`src/rtl/video_overlay_mixer.sv`:
```
// Pixel mixer: composites a movable picture window and a programmable text window over a
// solid background, with a fixed 3-cycle latency on pixels and syncs.
module video_overlay_mixer #(
    parameter int unsigned COLOR_DEPTH = 8,
    parameter int unsigned X_BITS      = 12,
    parameter int unsigned Y_BITS      = 12,
    parameter int unsigned PIC_W       = 256,
    parameter int unsigned PIC_H       = 256,
    parameter int unsigned PIC_ABITS   = 16,
    parameter int unsigned TXT_COLS    = 20,
    parameter int unsigned TXT_ROWS    = 2
) (
    input  logic                                 pix_clk,
    input  logic                                 rstn,
    input  logic [X_BITS-1:0]                    act_x,
    input  logic [Y_BITS-1:0]                    act_y,
    input  logic                                 vs_in,
    input  logic                                 hs_in,
    input  logic                                 de_in,
    input  logic [X_BITS-1:0]                    pic_x,
    input  logic [Y_BITS-1:0]                    pic_y,
    input  logic [X_BITS-1:0]                    txt_x,
    input  logic [Y_BITS-1:0]                    txt_y,
    input  logic                                 pic_en,
    input  logic                                 txt_en,
    input  logic                                 blend_en,
    input  logic                                 txt_scale,
    input  logic [3*COLOR_DEPTH-1:0]             fg_color,
    input  logic [3*COLOR_DEPTH-1:0]             bg_color,
    input  logic                                 cbuf_we,
    input  logic [$clog2(TXT_COLS*TXT_ROWS)-1:0] cbuf_addr,
    input  logic [7:0]                           cbuf_data,
    output logic [PIC_ABITS-1:0]                 pic_addr,
    input  logic [3*COLOR_DEPTH-1:0]             pic_data,
    output logic [11:0]                          font_addr,
    input  logic [7:0]                           font_data,
    output logic                                 vs_out,
    output logic                                 hs_out,
    output logic                                 de_out,
    output logic [3*COLOR_DEPTH-1:0]             pixel_data
);

    localparam int unsigned PixW     = 3 * COLOR_DEPTH;
    localparam int unsigned NumChars = TXT_COLS * TXT_ROWS;
    localparam int unsigned PicSh    = $clog2(PIC_W);

    localparam logic [X_BITS:0] PicWx  = (X_BITS+1)'(PIC_W);
    localparam logic [Y_BITS:0] PicHy  = (Y_BITS+1)'(PIC_H);
    localparam logic [X_BITS:0] TxtW1x = (X_BITS+1)'(TXT_COLS * 8);
    localparam logic [X_BITS:0] TxtW2x = (X_BITS+1)'(TXT_COLS * 16);
    localparam logic [Y_BITS:0] TxtH1y = (Y_BITS+1)'(TXT_ROWS * 16);
    localparam logic [Y_BITS:0] TxtH2y = (Y_BITS+1)'(TXT_ROWS * 32);

    // Frame-latched configuration
    logic              vs_prev_q, vs_prev_d;
    logic [X_BITS-1:0] pic_x_q, pic_x_d, txt_x_q, txt_x_d;
    logic [Y_BITS-1:0] pic_y_q, pic_y_d, txt_y_q, txt_y_d;
    logic              pic_en_q, pic_en_d, txt_en_q, txt_en_d;
    logic              blend_en_q, blend_en_d, txt_scale_q, txt_scale_d;

    logic [7:0] cbuf_q [NumChars];
    logic [7:0] cbuf_d [NumChars];

    // Window decode
    logic [X_BITS:0]       x_e, pic_x_e, txt_x_e, txt_w;
    logic [Y_BITS:0]       y_e, pic_y_e, txt_y_e, txt_h;
    logic                  pic_hit, txt_hit;
    logic [X_BITS-1:0]     dx_p, dx_t_raw, dx_t;
    logic [Y_BITS-1:0]     dy_p, dy_t_raw, dy_t;
    logic [31:0]           txt_idx;
    logic [7:0]            code_d;
    logic [PIC_ABITS-1:0]  pic_addr_d;

    // Pipeline stages
    logic                  pic_hit1_q, txt_hit1_q, pic_hit2_q, txt_hit2_q;
    logic [2:0]            bit1_q, bit2_q;
    logic [7:0]            code1_q;
    logic [3:0]            grow1_q;
    logic [PIC_ABITS-1:0]  pic_addr_q;
    logic [2:0]            sync1_q, sync2_q, sync3_q;
    logic [PixW-1:0]       pixel_q, pixel_d, blend;
    logic [COLOR_DEPTH:0]  blend_sum;
    logic                  glyph_on;

    always_comb begin
        vs_prev_d   = vs_in;
        pic_x_d     = pic_x_q;
        pic_y_d     = pic_y_q;
        txt_x_d     = txt_x_q;
        txt_y_d     = txt_y_q;
        pic_en_d    = pic_en_q;
        txt_en_d    = txt_en_q;
        blend_en_d  = blend_en_q;
        txt_scale_d = txt_scale_q;
        if (vs_in && !vs_prev_q) begin
            pic_x_d     = pic_x;
            pic_y_d     = pic_y;
            txt_x_d     = txt_x;
            txt_y_d     = txt_y;
            pic_en_d    = pic_en;
            txt_en_d    = txt_en;
            blend_en_d  = blend_en;
            txt_scale_d = txt_scale;
        end
    end

    always_comb begin
        cbuf_d = cbuf_q;
        if (cbuf_we && (32'(cbuf_addr) < NumChars)) begin
            cbuf_d[cbuf_addr] = cbuf_data;
        end
    end

    // One extra bit on every bound so windows past the screen edge clip instead of wrapping
    assign x_e     = {1'b0, act_x};
    assign y_e     = {1'b0, act_y};
    assign pic_x_e = {1'b0, pic_x_q};
    assign pic_y_e = {1'b0, pic_y_q};
    assign txt_x_e = {1'b0, txt_x_q};
    assign txt_y_e = {1'b0, txt_y_q};
    assign txt_w   = txt_scale_q ? TxtW2x : TxtW1x;
    assign txt_h   = txt_scale_q ? TxtH2y : TxtH1y;

    assign pic_hit = pic_en_q && (x_e >= pic_x_e) && (x_e < pic_x_e + PicWx) &&
                     (y_e >= pic_y_e) && (y_e < pic_y_e + PicHy);
    assign txt_hit = txt_en_q && (x_e >= txt_x_e) && (x_e < txt_x_e + txt_w) &&
                     (y_e >= txt_y_e) && (y_e < txt_y_e + txt_h);

    assign dx_p     = act_x - pic_x_q;
    assign dy_p     = act_y - pic_y_q;
    assign dx_t_raw = act_x - txt_x_q;
    assign dy_t_raw = act_y - txt_y_q;
    assign dx_t     = txt_scale_q ? (dx_t_raw >> 1) : dx_t_raw;
    assign dy_t     = txt_scale_q ? (dy_t_raw >> 1) : dy_t_raw;

    assign txt_idx    = 32'(dy_t[Y_BITS-1:4]) * TXT_COLS + 32'(dx_t[X_BITS-1:3]);
    assign code_d     = (txt_hit && (txt_idx < NumChars)) ?
                        cbuf_q[txt_idx[$clog2(NumChars)-1:0]] : 8'h00;
    assign pic_addr_d = pic_hit ? ((PIC_ABITS'(dy_p) << PicSh) + PIC_ABITS'(dx_p)) : '0;

    assign glyph_on = font_data[3'd7 - bit2_q];

    always_comb begin
        blend     = '0;
        blend_sum = '0;
        for (int c = 0; c < 3; c++) begin
            blend_sum = {1'b0, fg_color[c*COLOR_DEPTH +: COLOR_DEPTH]} +
                        {1'b0, pic_data[c*COLOR_DEPTH +: COLOR_DEPTH]};
            blend[c*COLOR_DEPTH +: COLOR_DEPTH] = blend_sum[COLOR_DEPTH:1];
        end
    end

    always_comb begin
        pixel_d = bg_color;
        if (!sync2_q[0]) begin
            pixel_d = '0;
        end else if (txt_hit2_q && glyph_on) begin
            pixel_d = (blend_en_q && pic_hit2_q) ? blend : fg_color;
        end else if (pic_hit2_q) begin
            pixel_d = pic_data;
        end
    end

    always_ff @(posedge pix_clk or negedge rstn) begin
        if (!rstn) begin
            vs_prev_q   <= 1'b0;
            pic_x_q     <= '0;
            pic_y_q     <= '0;
            txt_x_q     <= '0;
            txt_y_q     <= '0;
            pic_en_q    <= 1'b0;
            txt_en_q    <= 1'b0;
            blend_en_q  <= 1'b0;
            txt_scale_q <= 1'b0;
            for (int unsigned i = 0; i < NumChars; i++) begin
                cbuf_q[i] <= 8'h20;
            end
            pic_hit1_q  <= 1'b0;
            txt_hit1_q  <= 1'b0;
            bit1_q      <= '0;
            code1_q     <= '0;
            grow1_q     <= '0;
            pic_addr_q  <= '0;
            pic_hit2_q  <= 1'b0;
            txt_hit2_q  <= 1'b0;
            bit2_q      <= '0;
            sync1_q     <= '0;
            sync2_q     <= '0;
            sync3_q     <= '0;
            pixel_q     <= '0;
        end else begin
            vs_prev_q   <= vs_prev_d;
            pic_x_q     <= pic_x_d;
            pic_y_q     <= pic_y_d;
            txt_x_q     <= txt_x_d;
            txt_y_q     <= txt_y_d;
            pic_en_q    <= pic_en_d;
            txt_en_q    <= txt_en_d;
            blend_en_q  <= blend_en_d;
            txt_scale_q <= txt_scale_d;
            cbuf_q      <= cbuf_d;
            pic_hit1_q  <= pic_hit;
            txt_hit1_q  <= txt_hit;
            bit1_q      <= dx_t[2:0];
            code1_q     <= code_d;
            grow1_q     <= dy_t[3:0];
            pic_addr_q  <= pic_addr_d;
            pic_hit2_q  <= pic_hit1_q;
            txt_hit2_q  <= txt_hit1_q;
            bit2_q      <= bit1_q;
            sync1_q     <= {vs_in, hs_in, de_in};
            sync2_q     <= sync1_q;
            sync3_q     <= sync2_q;
            pixel_q     <= pixel_d;
        end
    end

    assign pic_addr   = pic_addr_q;
    assign font_addr  = {code1_q, grow1_q};
    assign pixel_data = pixel_q;
    assign vs_out     = sync3_q[2];
    assign hs_out     = sync3_q[1];
    assign de_out     = sync3_q[0];

endmodule

```
`config.mk`:
```
export PLATFORM = sky130hd
export DESIGN_NAME = video_overlay_mixer
export DESIGN_NICKNAME = d
export VERILOG_FILES = /design/src/rtl/video_overlay_mixer.sv
export SDC_FILE = /design/constraint.sdc
export NUM_CORES = 1
export LEC_CHECK = 0
export CORE_MARGIN = 5
export CORE_UTILIZATION = 63
export DETAILED_ROUTE_END_ITERATION = 10
export PLACE_DENSITY = 0.87
export SYNTH_ARGS = -nofsm -noshare
export SYNTH_HDL_FRONTEND = slang
export SYNTH_SLANG_ARGS = --single-unit
```
`constraint.sdc`:
```
create_clock -name pix_clk -period 14.3 [get_ports pix_clk]
set_input_delay 1.43 -clock pix_clk [delete_from_list [all_inputs] [get_ports pix_clk]]
set_output_delay 1.43 -clock pix_clk [all_outputs]
set_load 0.01 [all_outputs]
```
Word-level counts from Yosys, hierarchy flattened. Cells that the tools add are included.

Output and inout bits: 55. Input bits: 176. Bits in registers: 444.

Reductions and logical operators: 15. Multiply operators: 1. Bitwise logic cells: 2. Add/sub/neg operators: 14. Muxes and demuxes: 18. Order comparisons: 14.

Operator list (count): bitwise mux 320 bit (1); 2-to-1 mux 24 bit (4); < comparator 12 x 13 -> 1 bit (4); binary-select mux 8 bit (select 6 bit) (1); demux 8 bit (select 6 bit) (1); greater-or-equal comparator 12 bit (4); subtractor 12 bit (3); 2-to-1 mux 8 bit (4); adder 8 x 8 -> 9 bit (3); adder 12 x 9 -> 13 bit, second input constant (2); 2-to-1 mux 12 bit (2); adder 16 x 12 -> 16 bit (1); 2-to-1 mux 16 bit (1); adder 13 x 9 -> 14 bit (1); greater-or-equal comparator 7 bit, second input constant (2); logical AND 1 bit (14); < comparator 14 x 6 -> 1 bit, second input constant (1); NOT 6 -> 7 bit (2); adder 12 x 7 -> 13 bit (1); adder 12 x 9 -> 13 bit (1); multiplier 8 x 3 -> 11 bit, second input constant (1); 2-to-1 mux 9 bit (1); subtractor 8 bit (1); < comparator 7 x 1 -> 1 bit, second input constant (1); other kinds (7) (7).

Longest topological paths before layout. Gate-level depths: netlist of the first run.

Word-level depth: 9. Depth in mapped cells: 25.

Worst setup path before layout of the first run. Ideal clock, no wire load.

Path kind: in2reg. Start: input port act_y[0]. End: register code1_q[0]. Setup time: 80 ps. Data arrival time: 5595 ps. Path buffers: 1. Setup slack: 8625 ps. Stages: 24. Data required time: 14220 ps. Path through: inv_1 > ha_1 > fa_1 > nor2b_1 > o311a_1 > o21ai_0 > nand2b_1 > a21o_1 > a21oi_1 > o21ai_0 > xor2_1 > mux2_2 > ha_1 > ha_1 > a21oi_1 > xnor2_1 > ha_1 > nor4_1 > and3_1 > and4_1 > o21a_1 > and2_1 > buf_1 > o2bb2ai_1.

Word-level cells in the longest chain between the ends: 9.

Ends and longest elaborated chain: start, declared (RTL line 16) `input logic [Y_BITS-1:0] act_y,`; subtractor 12 bit (RTL line 132) `assign dy_t_raw = act_y - txt_y_q;`; 2-to-1 mux 12 bit (RTL line 134) `assign dy_t = txt_scale_q ? (dy_t_raw >> 1) : dy_t_raw;`; multiplier 8 x 3 -> 11 bit (RTL line 136) `assign txt_idx = 32'(dy_t[Y_BITS-1:4]) * TXT_COLS + 32'(dx_t[X_BITS-1:3]);`; adder 13 x 9 -> 14 bit (RTL line 136); NOT 6 -> 7 bit (implied by the code) (RTL line 138) `cbuf_q[txt_idx[$clog2(NumChars)-1:0]] : 8'h00;`; binary-select mux 8 bit (select 6 bit) (RTL line 138); 2-to-1 mux 8 bit (implied by the code) (2 in series) (RTL line 138); 2-to-1 mux 8 bit (*) (RTL line 137) `assign code_d = (txt_hit && (txt_idx < NumChars)) ?`; via code_d[0] (RTL line 71) `logic [7:0] code_d;`; end signal, assigned (RTL line 205) `code1_q <= code_d;`; end, declared (RTL line 77) `logic [7:0] code1_q;`.

The timed path passes the listed nets; every way through them passes the cells marked *. The select of a mux whose other input is x is not followed. A chain may end at the register's enable or synchronous reset.

Final worst setup path of the first run.
Start: input port act_y[2]. End: register code1_q[2].

The elaborated chain is that of the path after synthesis.

==> insert_results.sql, run 1 <==
INSERT INTO impl_metrics (metric_group, metric, value, unit) VALUES
('clock_tree', 'htree_num_levels', '2', ''),
('clock_tree', 'worst_skew_pair.late_latency', '0.60', 'ns'),
('floorplan', 'fp.dieArea', '42660', 'sq um'),
('sta', 'hold_viol', '0', ''),
('sta', 'drv_slew', '0', ''),
('clock_tree', 'cts_setup_buffers', '0', ''),
('sta', 'timing.final.setup_violations', '0', ''),
('critical_path', 'worst-endpoint-required', '14.82', 'ns'),
('global_routing', 'grt_max_degree', '160', ''),
('synthesis', 'synth_top_family_by_area', 'multiplexers', ''),
('detailed_routing', 'drt_iter0_drc', '1612', ''),
('synthesis', 'synthAdderAreaFrac', '0.07259', ''),
('status', 'outcome', 'finished, final reports clean', ''),
('synthesis', 'synth_compound_area_frac', '0.09536', ''),
('clock_tree', 'clock_sink_count', '443', ''),
('synthesis', 'simple_gate_portion_of_the_synthesized_area', '0.09665', ''),
('floorplan', 'rows', '72', ''),
('global_routing', 'track_usage', '0.3114', ''),
('sta', 'rsz0062_at_grt', 'false', ''),
('global_routing', 'grt_remaining_overflow', '0', ''),
('finish', 'postLayoutCellArea', '28600', 'sq um'),
('global_routing', 'first_global_vias', '19618', ''),
('synthesis', 'post_synth.cell_area_avg', '11.27', 'sq um'),
('synthesis', 'postSynth.asyncResetShare', '1.000', ''),
('place', 'numPortBuffers', '230', ''),
('global_routing', 'grt_pass1_wl', '105.0', 'mm'),
('synthesis', 'cell_area_synth', '24340', 'sq um'),
('detailed_routing', 'wire_per_inst', '22.78', 'microns'),
('synthesis', 'netlist_instances', '2159', ''),
('sta', 'fmax', '166.3', 'MHz'),
('finish', 'mostFrequentLayoutCells', 'dfrtp_1 (403), mux2_2 (336), nand2_1 (267)', ''),
('sta', 'headroom_to_the_max_slew_limit', '0.1213', ''),
('synthesis', 'synth_fp_nets', '2469', ''),
('floorplan', 'io_pins', '231', ''),
('synthesis', 'synth_largest_type_area_fraction', '0.4144', ''),
('detailed_routing', 'drt.antenna.violating_nets', '0', ''),
('floorplan', 'initial_utilization', '0.6327', ''),
('finish', 'fraction_of_layout_instances_using_a_drive_strength_above_1', '0.2172', ''),
('critical_path', 'timing.critical_path.arrival', '6.53', 'ns'),
('place', 'dpl_wire_length', '43.94', 'mm'),
('synthesis', 'synth.yosys.seq_area_share', '0.4575', ''),
('clock_tree', 'tritoncts.num_buffers', '47', ''),
('synthesis', 'total_number_of_yosys_warnings', '0', ''),
('power_and_ir_drop', 'powerDensity', '156.1', 'nW/um^2'),
('finish', 'fill_cells', '2464', ''),
('global_routing', 'antenna_found_initial', '3', ''),
('power_and_ir_drop', 'vdd_ir_drop_max', '0.1116', 'mV'),
('sta', 'layout_worst_path_cycle_share', '0.4205', ''),
('detailed_routing', 'met3WireLength', '5.029', 'mm'),
('finish', 'fin_nets', '2660', ''),
('critical_path', 'critPathCaptureType', 'flop', ''),
('detailed_routing', 'vias_per_cell', '6.365', ''),
('synthesis', 'synth.lib_cells_used.distinct', '72', ''),
('critical_path', 'start_kind', 'input pin', ''),
('detailed_routing', 'route.top_layer_used', 'met4', ''),
('clock_tree', 'cts_tree', 'yes', ''),
('synthesis', 'yosys-top-cells-area', 'dfrtp_1 (41%), mux2_2 (16%), ha_1 (6.3%), dfstp_2 (4.3%), nand2_1 (4.1%)', ''),
('floorplan', 'chipHeight', '206.6', 'microns'),
('synthesis', 'synth_xor_xnor_area_share', '0.02627', ''),
('critical_path', 'worst-path-max-fanout', '7', ''),
('synthesis', 'synth_enable_flop_cells', '0', ''),
('detailed_routing', 'met2_length', '32.56', 'mm'),
('synthesis', 'dominant_synthesized_flop_cell', 'dfrtp_1', ''),
('finish', 'layout_commonest_cell', 'dfrtp_1', ''),
('sta', 'postLayoutSetupSlackWorst', '8.287', 'ns'),
('floorplan', 'die-width', '206.6', 'microns'),
('place', 'gp_congestion', '0.9517', ''),
('place', 'dp_worst_setup_slack', '7.720', 'ns'),
('sta', 'timing.final.crit_period', '6.013', 'ns'),
('place', 'place_area', '26960', 'sq um'),
('sta', 'worst_slew_pin_slew', '1.315', 'ns');
-- report_power, final --
group	internal, uW	switching, uW	total [uW]
sequential	1420	90.0	1510
clock	745	531	1280
combinational	687	988	1680
total	2850	1610	4460
-- critical path: stages --
cell and delay, ns:
clkdlybuf4s50_1 0.46, ha_1 0.38, nor2b_1 0.17, o311a_1 0.31, o21ai_0 0.15, nand2b_1 0.11, a21o_1 0.19, a21oi_1 0.21
o21ai_0 0.14, xor2_1 0.17, mux2_2 0.30, ha_1 0.30, ha_1 0.36, a21oi_1 0.18, xnor2_1 0.14, ha_1 0.24
nor4_1 0.24, and3_1 0.18, and4_1 0.20, o21a_1 0.20, nand3_1 0.23, o2bb2ai_1 0.24
-- area by class of cell --
type	count	area [sq um]	area share
Multi-Input combinational cell	1543	12520	0.4378
Sequential cell	443	11140	0.3894
Timing Repair Buffer	245	2397	0.08383
Clock buffer	64	1361	0.04760
Tap cell	518	648.1	0.02266
Clock inverter	24	265.3	0.009275
Inverter	70	262.8	0.009188
Antenna cell	3	7.507	0.0002625
-- Yosys cell counts (7+ instances only) --
library cell and n:
o21ai_0 94, nor4_1 12, mux4_2 24, buf_1 9, nor2b_1 21, fa_1 12, nand2b_1 12, o211a_1 19
xor2_1 24, o2bb2ai_1 7, nor3_1 22, nand3_1 54, xnor2_1 44, a211oi_1 11, o32ai_1 7, nor2_1 78
nor3b_1 10, dfrtp_1 403, mux2i_1 99, inv_1 70, mux2_2 336, nand4_1 13, buf_2 13, dfstp_2 40
a221o_1 8, clkbuf_1 73, ha_1 122, a21o_1 29, a22oi_1 7, and2_1 13, nand2_1 267, o211ai_1 11
o21a_1 18, o22ai_1 13, a21oi_1 86
-- stage by stage --
step	utilization	total power, uW
floorplan	-	2626
global placement	0.7010	3076
detailed placement	0.7010	3144
CTS	0.7432	4437
global route	0.7434	4668
finish	0.7434	4464
-- path summary, 6_finish.rpt --
kind | from | endpoint | slack [ns] | depth (start not counted)
min in group asynchronous | rstn | pic_y_q[4] | 0.87 | 1
worst max register to register | txt_scale_q | code1_q[2] | 9.17 | 17
worst min-delay path | sync2_q[2] | sync3_q[2] | 0.35 | 0
worst min register to register | sync2_q[2] | sync3_q[2] | 0.35 | 0
max in group asynchronous | rstn | cbuf_q[239] | 10.13 | 4
worst max-delay path | act_y[2] | code1_q[2] | 8.29 | 22
-- registers in the layout, indices dropped and copies added (netlist names), 3 cells and up --
signal,flops
pic_x_q,12
pic_addr,16
bit2_q,3
txt_y_q,12
cbuf_q,320
pic_y_q,12
sync3_q,3
code1_q,8
sync2_q,3
grow1_q,4
sync1_q,3
bit1_q,3
txt_x_q,12
pixel_data,24
-- kinds of logic (layout without fill, tap and decap cells) --
group / Yosys count / in the layout
and+or+nand+nor: 523 / 523
muxes: 464 / 464
DFF: 443 / 443
AOI/OAI and AO/OA: 352 / 352
buffers and inverters: 173 / 403
adders and majority gates: 134 / 134
xor gates and xnor gates: 70 / 70
other: 0 / 3
-- layer usage --
metal	global-route usage	vias to the layer above
met1	0.3868	9217
met5	0	-
met3	0.06155	287
li1	-	8118
met4	0.1644	0
met2	0.5190	901
Note: power is estimated with default switching activity, not from simulation.
==> inputs of run 2 (changes only) <==
Settings changed: CORE_UTILIZATION 63 to 58, PLACE_DENSITY 0.87 to 0.81.
Clock period 14.3 ns to 5.7 ns, I/O delays scaled along.
==> run 2 against run 1 <==
Against the previous run: sequential share of layout area decreased by 0.28 points; hold slack got worse by 0.34 ns; combinational power rose to 2.6 times the previous value; largest power group unchanged; non-clock buffer count up 25; highest routed layer unchanged; die area up 8.2%.
==> insert_results.sql, run 2 (synthesized netlist as in run 1, its figures left out) <==
INSERT INTO impl_metrics (metric_group, metric, value, unit) VALUES
('status', 'outcome', 'finished, final reports clean', ''),
('power_and_ir_drop', 'power.leakage', '0.01322', 'uW'),
('sta', 'timing.final.setup_violations', '0', ''),
('detailed_routing', 'route.vias.total', '18010', ''),
('sta', 'drv_slew', '0', ''),
('place', 'numPortBuffers', '230', ''),
('clock_tree', 'htree_num_levels', '2', ''),
('global_routing', 'first_global_vias', '19105', ''),
('place', 'gp_congestion', '0.9210', ''),
('sta', 'timing.final.crit_period', '5.175', 'ns'),
('critical_path', 'worst-setup-path-type', 'in -> reg', ''),
('global_routing', 'track_usage', '0.2760', ''),
('critical_path', 'library_cell_contributing_the_largest_single_delay_on_the_critical_path', 'clkdlybuf4s50_1', ''),
('critical_path', 'worst-endpoint-required', '6.19', 'ns'),
('critical_path', 'crit_path_max_incr_delay', '0.39', 'ns'),
('clock_tree', 'cts_tree', 'yes', ''),
('sta', 'whs', '0.007316', 'ns'),
('power_and_ir_drop', 'p_clk_frac', '0.279', ''),
('clock_tree', 'ctsHoldBuffers', '0', ''),
('detailed_routing', 'route.final.wire_length', '64.11', 'mm'),
('finish', 'layout_commonest_cell', 'dfrtp_1', ''),
('finish', 'largest_reg_flops', '320', ''),
('finish', 'antenna_cells', '0', ''),
('worst_hold_path', 'timing.hold.worst.class', 'in -> async', ''),
('sta', 'layout_worst_path_cycle_share', '0.9079', ''),
('global_routing', 'antenna_found_initial', '0', ''),
('floorplan', 'io_pins', '231', ''),
('detailed_routing', 'vias_per_cell', '6.105', ''),
('critical_path', 'cp.buffers_inverters', '2', ''),
('global_routing', 'grt_max_degree', '118', ''),
('critical_path', 'worstPathCellList', 'clkdlybuf4s50_1 -> inv_1 -> ha_1 -> fa_1 -> nor2b_1 -> o311a_1 -> o21ai_0 -> nand2b_1 -> a21o_1 -> a21oi_1 -> o21ai_0 -> xor2_1 -> mux2_2 -> ha_1 -> ha_1 -> a21oi_1 -> xnor2_1 -> ha_1 -> nor4_1 -> and3_1 -> and4_1 -> o21a_1 -> nand3_1 -> o2bb2ai_1', ''),
('detailed_routing', 'drt_iter0_drc', '1584', ''),
('run', 'timing.max_cap.violations', '0', ''),
('power_and_ir_drop', 'power.share.sequential', '0.335', ''),
('finish', 'finish.utilization', '0.6897', ''),
('finish', 'fin_nets', '2685', ''),
('clock_tree', 'cts_setup_buffers', '0', ''),
('sta', 'headroom_to_the_max_slew_limit', '0.2285', ''),
('critical_path', 'r2r-end', 'code1_q[0]', ''),
('finish', 'mostFrequentLayoutCells', 'dfrtp_1 (403), mux2_2 (336), nand2_1 (267)', ''),
('critical_path', 'critPathCaptureType', 'flop', ''),
('finish', 'fraction_of_layout_instances_using_a_drive_strength_above_1', '0.2207', ''),
('finish', 'flow.area_growth_from_synthesis', '18.34', '%'),
('critical_path', 'reg2reg_setup_slack', '0.63', 'ns'),
('critical_path', 'regToRegStartpoint', 'txt_y_q[0]', ''),
('power_and_ir_drop', 'power_report.internal_total', '7244', 'uW'),
('place', 'place_inst', '2865', ''),
('sta', 'worst_slew_pin_slew', '1.154', 'ns'),
('floorplan', 'fp.dieArea', '46160', 'sq um'),
('detailed_routing', 'remaining_drcs', '0', ''),
('clock_tree', 'clkTransAtPathRegs', '0.06', 'ns'),
('clock_tree', 'cts.repair.resized', '0', ''),
('critical_path', 'worst-path-max-fanout', '7', ''),
('finish', 'top_register', 'cbuf_q', ''),
('power_and_ir_drop', 'total_switching_power', '4043', 'uW'),
('critical_path', 'start_kind', 'input pin', ''),
('clock_tree', 'clock_sink_count', '443', ''),
('clock_tree', 'worst_skew_pair.late_latency', '0.59', 'ns'),
('finish', 'final_cell_count_no_fill', '2950', ''),
('power_and_ir_drop', 'totalPowerFinal', '11290', 'uW'),
('floorplan', 'initial_utilization', '0.5828', ''),
('floorplan', 'core-area', '41760', 'sq um'),
('sta', 'hold_viol', '0', ''),
('clock_tree', 'max_clock_buf_depth', '3', ''),
('clock_tree', 'cts.root.buffer_cell', 'clkbuf_16', ''),
('floorplan', 'die-width', '214.8', 'microns'),
('power_and_ir_drop', 'comb_power_share', '0.386', ''),
('detailed_routing', 'wire_per_inst', '21.73', 'microns'),
('global_routing', 'grt_remaining_overflow', '0', ''),
('power_and_ir_drop', 'vdd_ir_drop_max', '0.2687', 'mV'),
('global_routing', 'grt_pass1_wl', '103.5', 'mm'),
('critical_path', 'number_of_cell_instances_on_the_worst_register_to_register_path', '22', ''),
('sta', 'rsz0062_at_grt', 'false', ''),
('power_and_ir_drop', 'power_switching_share', '0.3582', ''),
('sta', 'fmax', '193.2', 'MHz'),
('floorplan', 'chipHeight', '214.8', 'microns'),
('clock_tree', 'tritoncts.num_buffers', '47', ''),
('detailed_routing', 'detailed_router_iteration_count_before_antenna_repair', '6', ''),
('detailed_routing', 'drt.antenna.violating_nets', '0', ''),
('critical_path', 'critPathTopFamily', 'compound AO/OA/AOI/OAI gates', ''),
('place', 'dpl_wire_length', '44.50', 'mm'),
('sta', 'clock_skew', '0.02177', 'ns'),
('critical_path', 'critical_path.most_common_cell', 'ha_1', ''),
('critical_path', 'timing.critical_path.arrival', '5.67', 'ns'),
('power_and_ir_drop', 'powerDensity', '391.9', 'nW/um^2'),
('floorplan', 'rows', '75', '');
## run 2: metrics by stage
step	worst slack, ns	setup TNS (ns)	area [sq um]
finish	0.5247	0	28800
global route	0.1860	0	28800
CTS	0.5553	0	28800
detailed placement	-0.02775	-0.04399	27220
global placement	0.1016	0	27220
floorplan	0.8851	0	24340
## run 2: routing by layer
metal / wire length (microns) / track usage
met5: 0 / 0
met4: 2317 / 0.1041
met3: 3986 / 0.04545
met2: 31790 / 0.4707
met1: 26020 / 0.3572
## run 2: worst max-delay path by stage
stage | endpoint | slack [ns] | depth (start not counted) | startpoint
5_1_grt | code1_q[0] | 0.19 | 24 | act_y[0]
3_5_place_dp | code1_q[0] | -0.03 | 24 | act_y[0]
4_1_cts | code1_q[0] | 0.56 | 24 | act_y[0]
6_report | code1_q[0] | 0.52 | 24 | act_y[0]
3_3_place_gp | code1_q[5] | 0.10 | 24 | act_y[0]
2_1_floorplan | code1_q[0] | 0.89 | 24 | act_y[0]
## run 2: power by group through the flow
stage	clock [uW]	sequential, uW	combinational, uW
after floorplan	0	3780	2810
after global placement	0	3800	4140
after detailed placement	0	3830	4250
after CTS	3190	3780	4290
after global routing	3310	3830	4670
final	3150	3780	4350
## run 2: area by class of cell
class | count | area [sq um]
fill | 2922 | 12960
multi-input combinational | 1543 | 12520
sequential | 443 | 11140
timing repair buffer | 270 | 2630
clock buffer | 69 | 1369
tap | 539 | 674.4
inverter | 70 | 262.8
clock inverter | 16 | 211.5
